--- src/rtl/truth_table_extractor.sv ---
// Sweeps every input combination into a combinational gate and assembles its truth-table code.
// Optional compare against an expected code is enabled by defining EXPECT_CHECK_EN.
module truth_table_extractor #(
  parameter int N_IN          = 3,
  parameter int SETTLE_CYCLES = 4
) (
  input  logic                   clk,
  input  logic                   rst_n,
  input  logic                   start,
  input  logic                   abort,
  output logic [N_IN-1:0]        in_vec,
  input  logic                   dut_out,
  output logic                   busy,
  output logic                   done,
  output logic [(1<<N_IN)-1:0]   table_code,
  output logic                   code_valid
`ifdef EXPECT_CHECK_EN
  ,
  input  logic [(1<<N_IN)-1:0]   expected_code,
  output logic                   match
`endif
);

  localparam int NV = 1 << N_IN;
  localparam int CW = (SETTLE_CYCLES > 1) ? $clog2(SETTLE_CYCLES) : 1;
  localparam logic [N_IN:0] LAST_VEC    = (N_IN+1)'(NV - 1);
  localparam logic [CW-1:0] LAST_SETTLE = CW'(SETTLE_CYCLES - 1);

  typedef enum logic [1:0] {
    S_IDLE   = 2'd0,
    S_SETTLE = 2'd1,
    S_DONE   = 2'd2
  } state_t;

  state_t            r_state;
  state_t            w_next;
  logic [N_IN:0]     r_vec;
  logic [CW-1:0]     r_settle;
  logic [NV-1:0]     r_table;
  logic              r_busy;
  logic              r_done;
  logic              r_code_valid;
  logic              w_abort;
  logic              w_accept;
  logic              w_sample;
  logic              w_last_vec;
`ifdef EXPECT_CHECK_EN
  logic              r_match;
`endif

  // Qualified controls and next-state selection; abort outranks everything outside IDLE
  always_comb begin
    w_abort    = abort && (r_state != S_IDLE);
    w_accept   = start && !abort && (r_state == S_IDLE);
    w_sample   = (r_state == S_SETTLE) && (r_settle == LAST_SETTLE);
    w_last_vec = (r_vec == LAST_VEC);
    w_next     = r_state;
    if (w_abort) begin
      w_next = S_IDLE;
    end else begin
      case (r_state)
        S_IDLE: begin
          if (w_accept) begin
            w_next = S_SETTLE;
          end else begin
            w_next = S_IDLE;
          end
        end
        S_SETTLE: begin
          if (w_sample && w_last_vec) begin
            w_next = S_DONE;
          end else begin
            w_next = S_SETTLE;
          end
        end
        S_DONE:  w_next = S_IDLE;
        default: w_next = S_IDLE;
      endcase
    end
  end

  // State register
  always_ff @(posedge clk or negedge rst_n) begin
    if (!rst_n) begin
      r_state <= S_IDLE;
    end else begin
      r_state <= w_next;
    end
  end

  // Vector/settle counters, table capture and the registered status outputs
  always_ff @(posedge clk or negedge rst_n) begin
    if (!rst_n) begin
      r_vec        <= '0;
      r_settle     <= '0;
      r_table      <= '0;
      r_busy       <= 1'b0;
      r_done       <= 1'b0;
      r_code_valid <= 1'b0;
`ifdef EXPECT_CHECK_EN
      r_match      <= 1'b0;
`endif
    end else begin
      r_busy <= (w_next == S_SETTLE);
      r_done <= 1'b0;
      if (w_abort) begin
        r_vec        <= '0;
        r_settle     <= '0;
        r_code_valid <= 1'b0;
`ifdef EXPECT_CHECK_EN
        r_match      <= 1'b0;
`endif
      end else begin
        case (r_state)
          S_IDLE: begin
            if (w_accept) begin
              r_vec        <= '0;
              r_settle     <= '0;
              r_table      <= '0;
              r_code_valid <= 1'b0;
`ifdef EXPECT_CHECK_EN
              r_match      <= 1'b0;
`endif
            end
          end
          S_SETTLE: begin
            if (w_sample) begin
              r_table[r_vec[N_IN-1:0]] <= dut_out;
              r_settle                 <= '0;
              if (!w_last_vec) begin
                r_vec <= r_vec + (N_IN+1)'(1);
              end
            end else begin
              r_settle <= r_settle + CW'(1);
            end
          end
          S_DONE: begin
            r_done       <= 1'b1;
            r_code_valid <= 1'b1;
            r_vec        <= '0;
`ifdef EXPECT_CHECK_EN
            r_match      <= (r_table == expected_code);
`endif
          end
          default: begin
            r_vec    <= '0;
            r_settle <= '0;
          end
        endcase
      end
    end
  end

  assign in_vec     = r_vec[N_IN-1:0];
  assign busy       = r_busy;
  assign done       = r_done;
  assign table_code = r_table;
  assign code_valid = r_code_valid;
`ifdef EXPECT_CHECK_EN
  assign match      = r_match;
`endif

endmodule

--- config.mk ---
export PLATFORM = sky130hd
export DESIGN_NAME = truth_table_extractor
export DESIGN_NICKNAME = d
export VERILOG_FILES = /design/src/rtl/truth_table_extractor.sv
export SDC_FILE = /design/constraint.sdc
export NUM_CORES = 1
export LEC_CHECK = 0
export BUFFER_PORTS_ARGS = -buffer_cell sky130_fd_sc_hd__buf_2
export CAP_MARGIN = 10
export CORE_MARGIN = 3
export CORE_UTILIZATION = 50
export DETAILED_ROUTE_END_ITERATION = 8
export PLACE_DENSITY = 0.73
export SLEW_MARGIN = 5
export SYNTH_ARGS = -nofsm -noshare
export SYNTH_HDL_FRONTEND = slang
export SYNTH_SLANG_ARGS = --single-unit
export TNS_END_PERCENT = 10
--- constraint.sdc ---
create_clock -name clk -period 2.6 [get_ports clk]
set_clock_uncertainty 0.1 [all_clocks]
set_input_delay 0.26 -clock clk [delete_from_list [all_inputs] [get_ports clk]]
set_output_delay 0.26 -clock clk [all_outputs]
set_load 0.02 [all_outputs]
==> impl_metrics.py, run 1 <==
metrics = {
    "run_status": {
        "outcome": "finished clean",
    },
    "place": {
        "port_buffers": 18,
        "placed_cells": 133,
        "placement.cell_area_mm2": 0.00110,
        "place_ws_ns": 0.882,
        "dpl.hpwl_um": 1410,
        "place_congestion": 0.877,
    },
    "power": {
        "totalPowerFinal_mw": 0.567,
        "max-vdd-ir-drop_mv": 0.312,
        "p_sw_mw": 0.166,
        "sw_frac_of_total": 0.293,
        "pwr-share-clk": 0.261,
        "p_per_area_mw_per_mm2": 499,
        "p_leak_nw": 0.548,
        "p_int_mw": 0.401,
        "p_comb_frac": 0.156,
        "seqPwrFrac": 0.583,
    },
    "grt": {
        "grt_pass1_wl_um": 3450,
        "antenna_found_initial": 0,
        "grtUsageTotal": 0.174,
        "grt_max_degree": 20,
        "grt_pass1_vias": 782,
        "grt-ovfl-total": 0,
    },
    "cts": {
        "cts-buffers-inserted": 3,
        "cts_sinks": 19,
        "htree_levels": 1,
        "cts_buffer_depth": 2,
        "cts_resized": 0,
        "clock_latency_ns": 0.29,
        "cts.clk_slew.worst_paths_ns": 0.11,
        "root_buffer": "clkbuf_4",
        "cts_tree": "yes",
    },
    "floorplan": {
        "io_pins": 19,
        "initial_core_util": 0.566,
        "row_count": 15,
        "dieWidth_um": 51.9,
        "fp.dieArea_mm2": 0.00269,
        "core_mm2": 0.00186,
        "fp.dieH_um": 51.9,
    },
    "synth": {
        "ys_ff_latch": 19,
        "synthFlopType": "dfrtp_1",
        "synthAdderAreaFrac": 0.0238,
        "ys_warn_count": 0,
        "seq_area_frac_synth": 0.452,
        "synth.net_count": 109,
        "avgSynthCellArea_um2": 10.3,
        "synthArstFlopShare": 1.00,
        "netlist_area_mm2": 0.00105,
        "synth-compound-area-share": 0.185,
        "synthCells": 102,
        "synth-simple-area-share": 0.222,
        "synth_top_family_by_area": "simple AND/OR/NAND/NOR gates",
        "synth_edf_count": 0,
        "synth.distinct_cells": 30,
        "synth_mux_area_frac": 0.0333,
        "synthXorXnorAreaFrac": 0,
    },
    "routing": {
        "ant_nets": 0,
        "vias_per_cell": 5.90,
        "routed_wl_um": 1990,
        "vias": 814,
        "firstDrtPassIters": 4,
        "drtIter0Drc": 19,
        "drc": 0,
        "wl_per_cell_um": 14.4,
    },
    "setup_path": {
        "slowest_delay_ns": 0.41,
        "crit_path_top_delay_cell": "dfrtp_1",
        "worst-endpoint-arrival_ns": 1.83,
        "crit_path_end_kind": "register",
        "cp_max_fo": 9,
        "path_depth": 4,
        "start_kind": "register",
        "worst-path-buf-inv": 0,
        "crit_chain": "ha_1, mux2_4, and4b_1, a22o_1",
        "rr_worst_depth": 4,
        "required_ns": 2.69,
        "crit_family": "flip-flops",
        "worstSetupPathType": "reg2reg",
    },
    "layout": {
        "final_cell_mix": "dfrtp_1, buf_2, o211ai_1, a22o_1, nand3_1",
        "final_area_mm2": 0.00113,
        "utilization": 0.611,
        "syn2layout_area_growth_pct": 7.85,
        "fin_cells": 138,
        "layout_commonest_cell": "dfrtp_1",
        "fillers": 164,
        "antenna_cells": 0,
        "fin_nets": 121,
        "drive_gt1_frac": 0.221,
    },
    "flow_run": {
        "drv_cap": 0,
    },
    "timing": {
        "hold_slack_ns": 0.166,
        "worst_slack_ns": 0.864,
        "min_period_over_period": 0.668,
        "maxClockFrequency_ghz": 0.576,
        "tightestPinTransition_ns": 0.501,
        "finalHoldViolCount": 0,
        "finalSetupViolations": 0,
        "tns_ns": 0,
        "slew_headroom": 0.665,
        "rsz0062_at_grt": "no",
        "drv_slew": 0,
        "fin_crit_ns": 1.74,
    },
    "worst_hold_path": {
        "hold_path_class": "in2reg",
        "hold_depth": 2,
    },
}
## registers in the layout, summed over array words and instances (netlist names)
signal / flops
r_settle: 2
code_valid: 1
r_state: 2
table_code: 8
busy: 1
done: 1
r_vec: 4
## synthesized netlist by cell type, types with 3 or more instances
master / number / area [µm²]
a22o_1: 8 / 70.1
a31oi_1: 4 / 25.0
and3b_1: 4 / 35.0
buf_4: 4 / 30.0
clkbuf_1: 5 / 18.8
dfrtp_1: 19 / 475
inv_1: 3 / 11.3
nand2_1: 4 / 15.0
nand3_1: 5 / 25.0
nand4_1: 3 / 18.8
nor3_1: 4 / 20.0
nor3b_1: 4 / 30.0
o211ai_1: 10 / 75.1
o21ai_0: 3 / 15.0
## power groups by stage
stage	clock network (mW)	logic [mW]	registers, mW
5_1_grt	0.169	0.0990	0.335
3_5_place_dp	0	0.0880	0.336
3_3_place_gp	0	0.0858	0.335
6_report	0.148	0.0883	0.330
4_1_cts	0.156	0.0896	0.330
2_1_floorplan	0	0.0775	0.328
## kinds of logic after synthesis
family	Yosys count
flops	19
compound gates	27
mux	3
buf+inv	15
fa+ha+maj	2
simple gates	36
## cell type report
class                           instances  area, µm²  share of cell area
Clock buffer                            3       22.5              0.0198
Clock inverter                          1       5.00             0.00441
Inverter                                3       11.3             0.00992
Multi-Input combinational cell         68        489               0.431
Sequential cell                        19        475               0.419
Tap cell                               25       31.3              0.0276
Timing Repair Buffer                   19        100              0.0882
## worst register-to-register path, delay by kind of cell, from the launching register on
kind | cells | cell delay (ns)
fa+ha+maj | 1 | 0.29
mux | 1 | 0.33
compound gates | 1 | 0.23
simple gates | 1 | 0.27
flops | 1 | 0.41
## path summary, 6_finish.rpt
check	start	endpoint	slack, ns
setup / recovery	r_settle[0]$_DFFE_PN0P_	table_code[4]$_DFFE_PN0P_	0.86
hold reg to reg	r_settle[0]$_DFFE_PN0P_	r_settle[0]$_DFFE_PN0P_	0.39
hold / removal	abort	r_state[1]$_DFF_PN0_	0.17
max in group asynchronous	rst_n	r_vec[3]$_DFFE_PN0P_	1.79
min in group asynchronous	rst_n	table_code[4]$_DFFE_PN0P_	0.32
setup reg to reg	r_settle[0]$_DFFE_PN0P_	table_code[4]$_DFFE_PN0P_	0.86
## timing repair
| item | in CTS | in global routing |
|---|---|---|
| hold buffers | 1 | 0 |
| setup endpoints to repair | 0 | 0 |
| buffers inserted | 0 | 0 |
| hold endpoints to repair | 19 | 0 |
## per-layer routing
metal / GRT usage / wire length, µm / part of all wire
met1: 0.220 / 919 / 0.46
met2: 0.278 / 955 / 0.48
met3: 0.0287 / 74 / 0.037
met4: 0.100 / 38 / 0.019
met5: 0 / 0 / 0
Note: power is estimated with default switching activity, not from simulation.
==> inputs of run 2 (changes only) <==
- CORE_UTILIZATION: 50 -> 48
- clock period: 2.6 -> 1.5 ns (I/O delays scaled with it)
==> impl_metrics.py, run 2 (synthesis results as in run 1) <==
metrics = {
    "routing": {
        "wl_per_cell_um": 14.9,
        "firstDrtPassIters": 4,
        "drtIter0Drc": 10,
        "vias": 899,
        "vias_per_cell": 5.95,
        "routed_wl_um": 2250,
        "ant_nets": 0,
        "drc": 0,
    },
    "flow_run": {
        "drv_cap": 0,
    },
    "floorplan": {
        "dieWidth_um": 52.8,
        "io_pins": 19,
        "core_mm2": 0.00202,
        "fp.dieArea_mm2": 0.00279,
        "fp.dieH_um": 52.8,
        "row_count": 16,
        "initial_core_util": 0.520,
    },
    "grt": {
        "grt_pass1_wl_um": 3930,
        "grt-ovfl-total": 0,
        "grt_pass1_vias": 881,
        "grt_max_degree": 20,
        "grtUsageTotal": 0.193,
        "antenna_found_initial": 0,
    },
    "timing": {
        "rsz0062_at_grt": "yes",
        "min_period_over_period": 1.06,
        "slew_headroom": 0.721,
        "maxClockFrequency_ghz": 0.630,
        "tightestPinTransition_ns": 0.419,
        "finalSetupViolations": 8,
        "drv_slew": 0,
        "worst_slack_ns": -0.0864,
        "finalHoldViolCount": 0,
        "fin_crit_ns": 1.59,
    },
    "layout": {
        "fillers": 191,
        "largest_reg_flops": 8,
        "drive_gt1_frac": 0.315,
        "fin_cells": 151,
        "final_area_mm2": 0.00122,
        "final_cell_mix": "dfrtp_1, buf_2, buf_4, o211ai_1, a22o_1",
        "antenna_cells": 0,
        "syn2layout_area_growth_pct": 16.4,
        "utilization": 0.606,
        "fin_nets": 132,
    },
    "setup_path": {
        "required_ns": 1.61,
        "crit_path_end_kind": "register",
        "start_kind": "register",
        "cp_max_fo": 8,
        "worstSetupPathType": "reg2reg",
        "rr_worst_depth": 4,
        "r2r_setup_slack_ns": -0.09,
        "worst-endpoint-arrival_ns": 1.69,
        "rr_startpoint": "r_settle[1]$_DFFE_PN0P_",
        "r2r_end": "table_code[1]$_DFFE_PN0P_",
    },
    "power": {
        "p_leak_nw": 0.600,
        "p_int_mw": 0.727,
        "p_per_area_mw_per_mm2": 846,
        "p_sw_mw": 0.309,
        "pwr-share-clk": 0.255,
        "seqPwrFrac": 0.545,
        "sw_frac_of_total": 0.298,
        "totalPowerFinal_mw": 1.04,
        "max-vdd-ir-drop_mv": 0.581,
        "p_comb_frac": 0.200,
    },
    "cts": {
        "cts-buffers-inserted": 3,
        "cts.clk_slew.worst_paths_ns": 0.12,
        "cts_buffer_depth": 2,
        "root_buffer": "clkbuf_4",
        "clock_latency_ns": 0.31,
        "htree_levels": 1,
        "cts_sinks": 19,
        "cts_tree": "yes",
    },
    "worst_hold_path": {
        "hold_depth": 2,
        "min_from": "abort",
        "holdPathEnd": "busy$_DFF_PN0_",
        "hold_path_class": "in2reg",
    },
    "place": {
        "placement.cell_area_mm2": 0.00118,
        "place_congestion": 0.777,
        "dpl.hpwl_um": 1690,
        "port_buffers": 18,
        "placed_cells": 145,
        "place_ws_ns": -0.0914,
    },
    "run_status": {
        "violations": "setup timing",
        "outcome": "complete, but fails checks",
    },
}
run 2: final cells by class:
type                            count  area (µm²)  area share
Sequential cell                    19         477       0.389
Clock buffer                        3        22.5      0.0184
Multi-Input combinational cell     68         493       0.402
Clock inverter                      1        5.00     0.00409
Timing Repair Buffer               30         183       0.149
Inverter                            3        11.3     0.00919
Tap cell                           27        33.8      0.0276
run 2: stage by stage:
step                hold WS, ns  TNS (ns)
floorplan                -0.246     -1.73
global placement        0.00747    -0.267
detailed placement       0.0138    -0.683
CTS                      0.0340    -0.454
global route             0.0556    -0.766
finish                   0.0340    -0.503
run 2: metal layers:
layer  vias to the layer above  track usage  part of all wire
li1                        426            -                 -
met1                       444        0.225              0.43
met2                        23        0.349              0.51
met5                         -            0                 0
met4                         0       0.0766             0.018
met3                         6       0.0285             0.040
run 2: power by group through the flow:
stage,Clock (mW),Sequential [mW],Combinational (mW)
2_1_floorplan,0,0.569,0.137
3_3_place_gp,0,0.570,0.196
3_5_place_dp,0,0.573,0.200
4_1_cts,0.272,0.563,0.203
5_1_grt,0.293,0.569,0.227
6_report,0.264,0.565,0.207
run 2: how the worst max path moves through the flow:
stage	start	endpoint	slack (ns)
2_1_floorplan	r_settle[0]$_DFFE_PN0P_	table_code[0]$_DFFE_PN0P_	-0.22
3_3_place_gp	r_settle[1]$_DFFE_PN0P_	table_code[3]$_DFFE_PN0P_	-0.04
3_5_place_dp	r_settle[1]$_DFFE_PN0P_	table_code[5]$_DFFE_PN0P_	-0.09
4_1_cts	r_settle[1]$_DFFE_PN0P_	table_code[5]$_DFFE_PN0P_	-0.06
5_1_grt	r_settle[1]$_DFFE_PN0P_	table_code[1]$_DFFE_PN0P_	-0.11
6_report	r_settle[1]$_DFFE_PN0P_	table_code[1]$_DFFE_PN0P_	-0.09
run 2: repair_timing:
| item | 4_1_cts | 5_1_grt |
|---|---|---|
| buffers inserted | 0 | 1 |
| gates resized for setup | 1 | 1 |
| endpoints found under the hold margin | 19 | 0 |
| hold buffers | 1 | 0 |
| endpoints found under the setup margin | 8 | 11 |
| cloned | 0 | 0 |
| pin swaps | 1 | 1 |
run 2: critical path: stages (launching register included):
cell and delay, ns:
dfrtp_1 0.42, ha_2 0.19, mux2_4 0.26, and4b_2 0.27, a22o_1 0.25
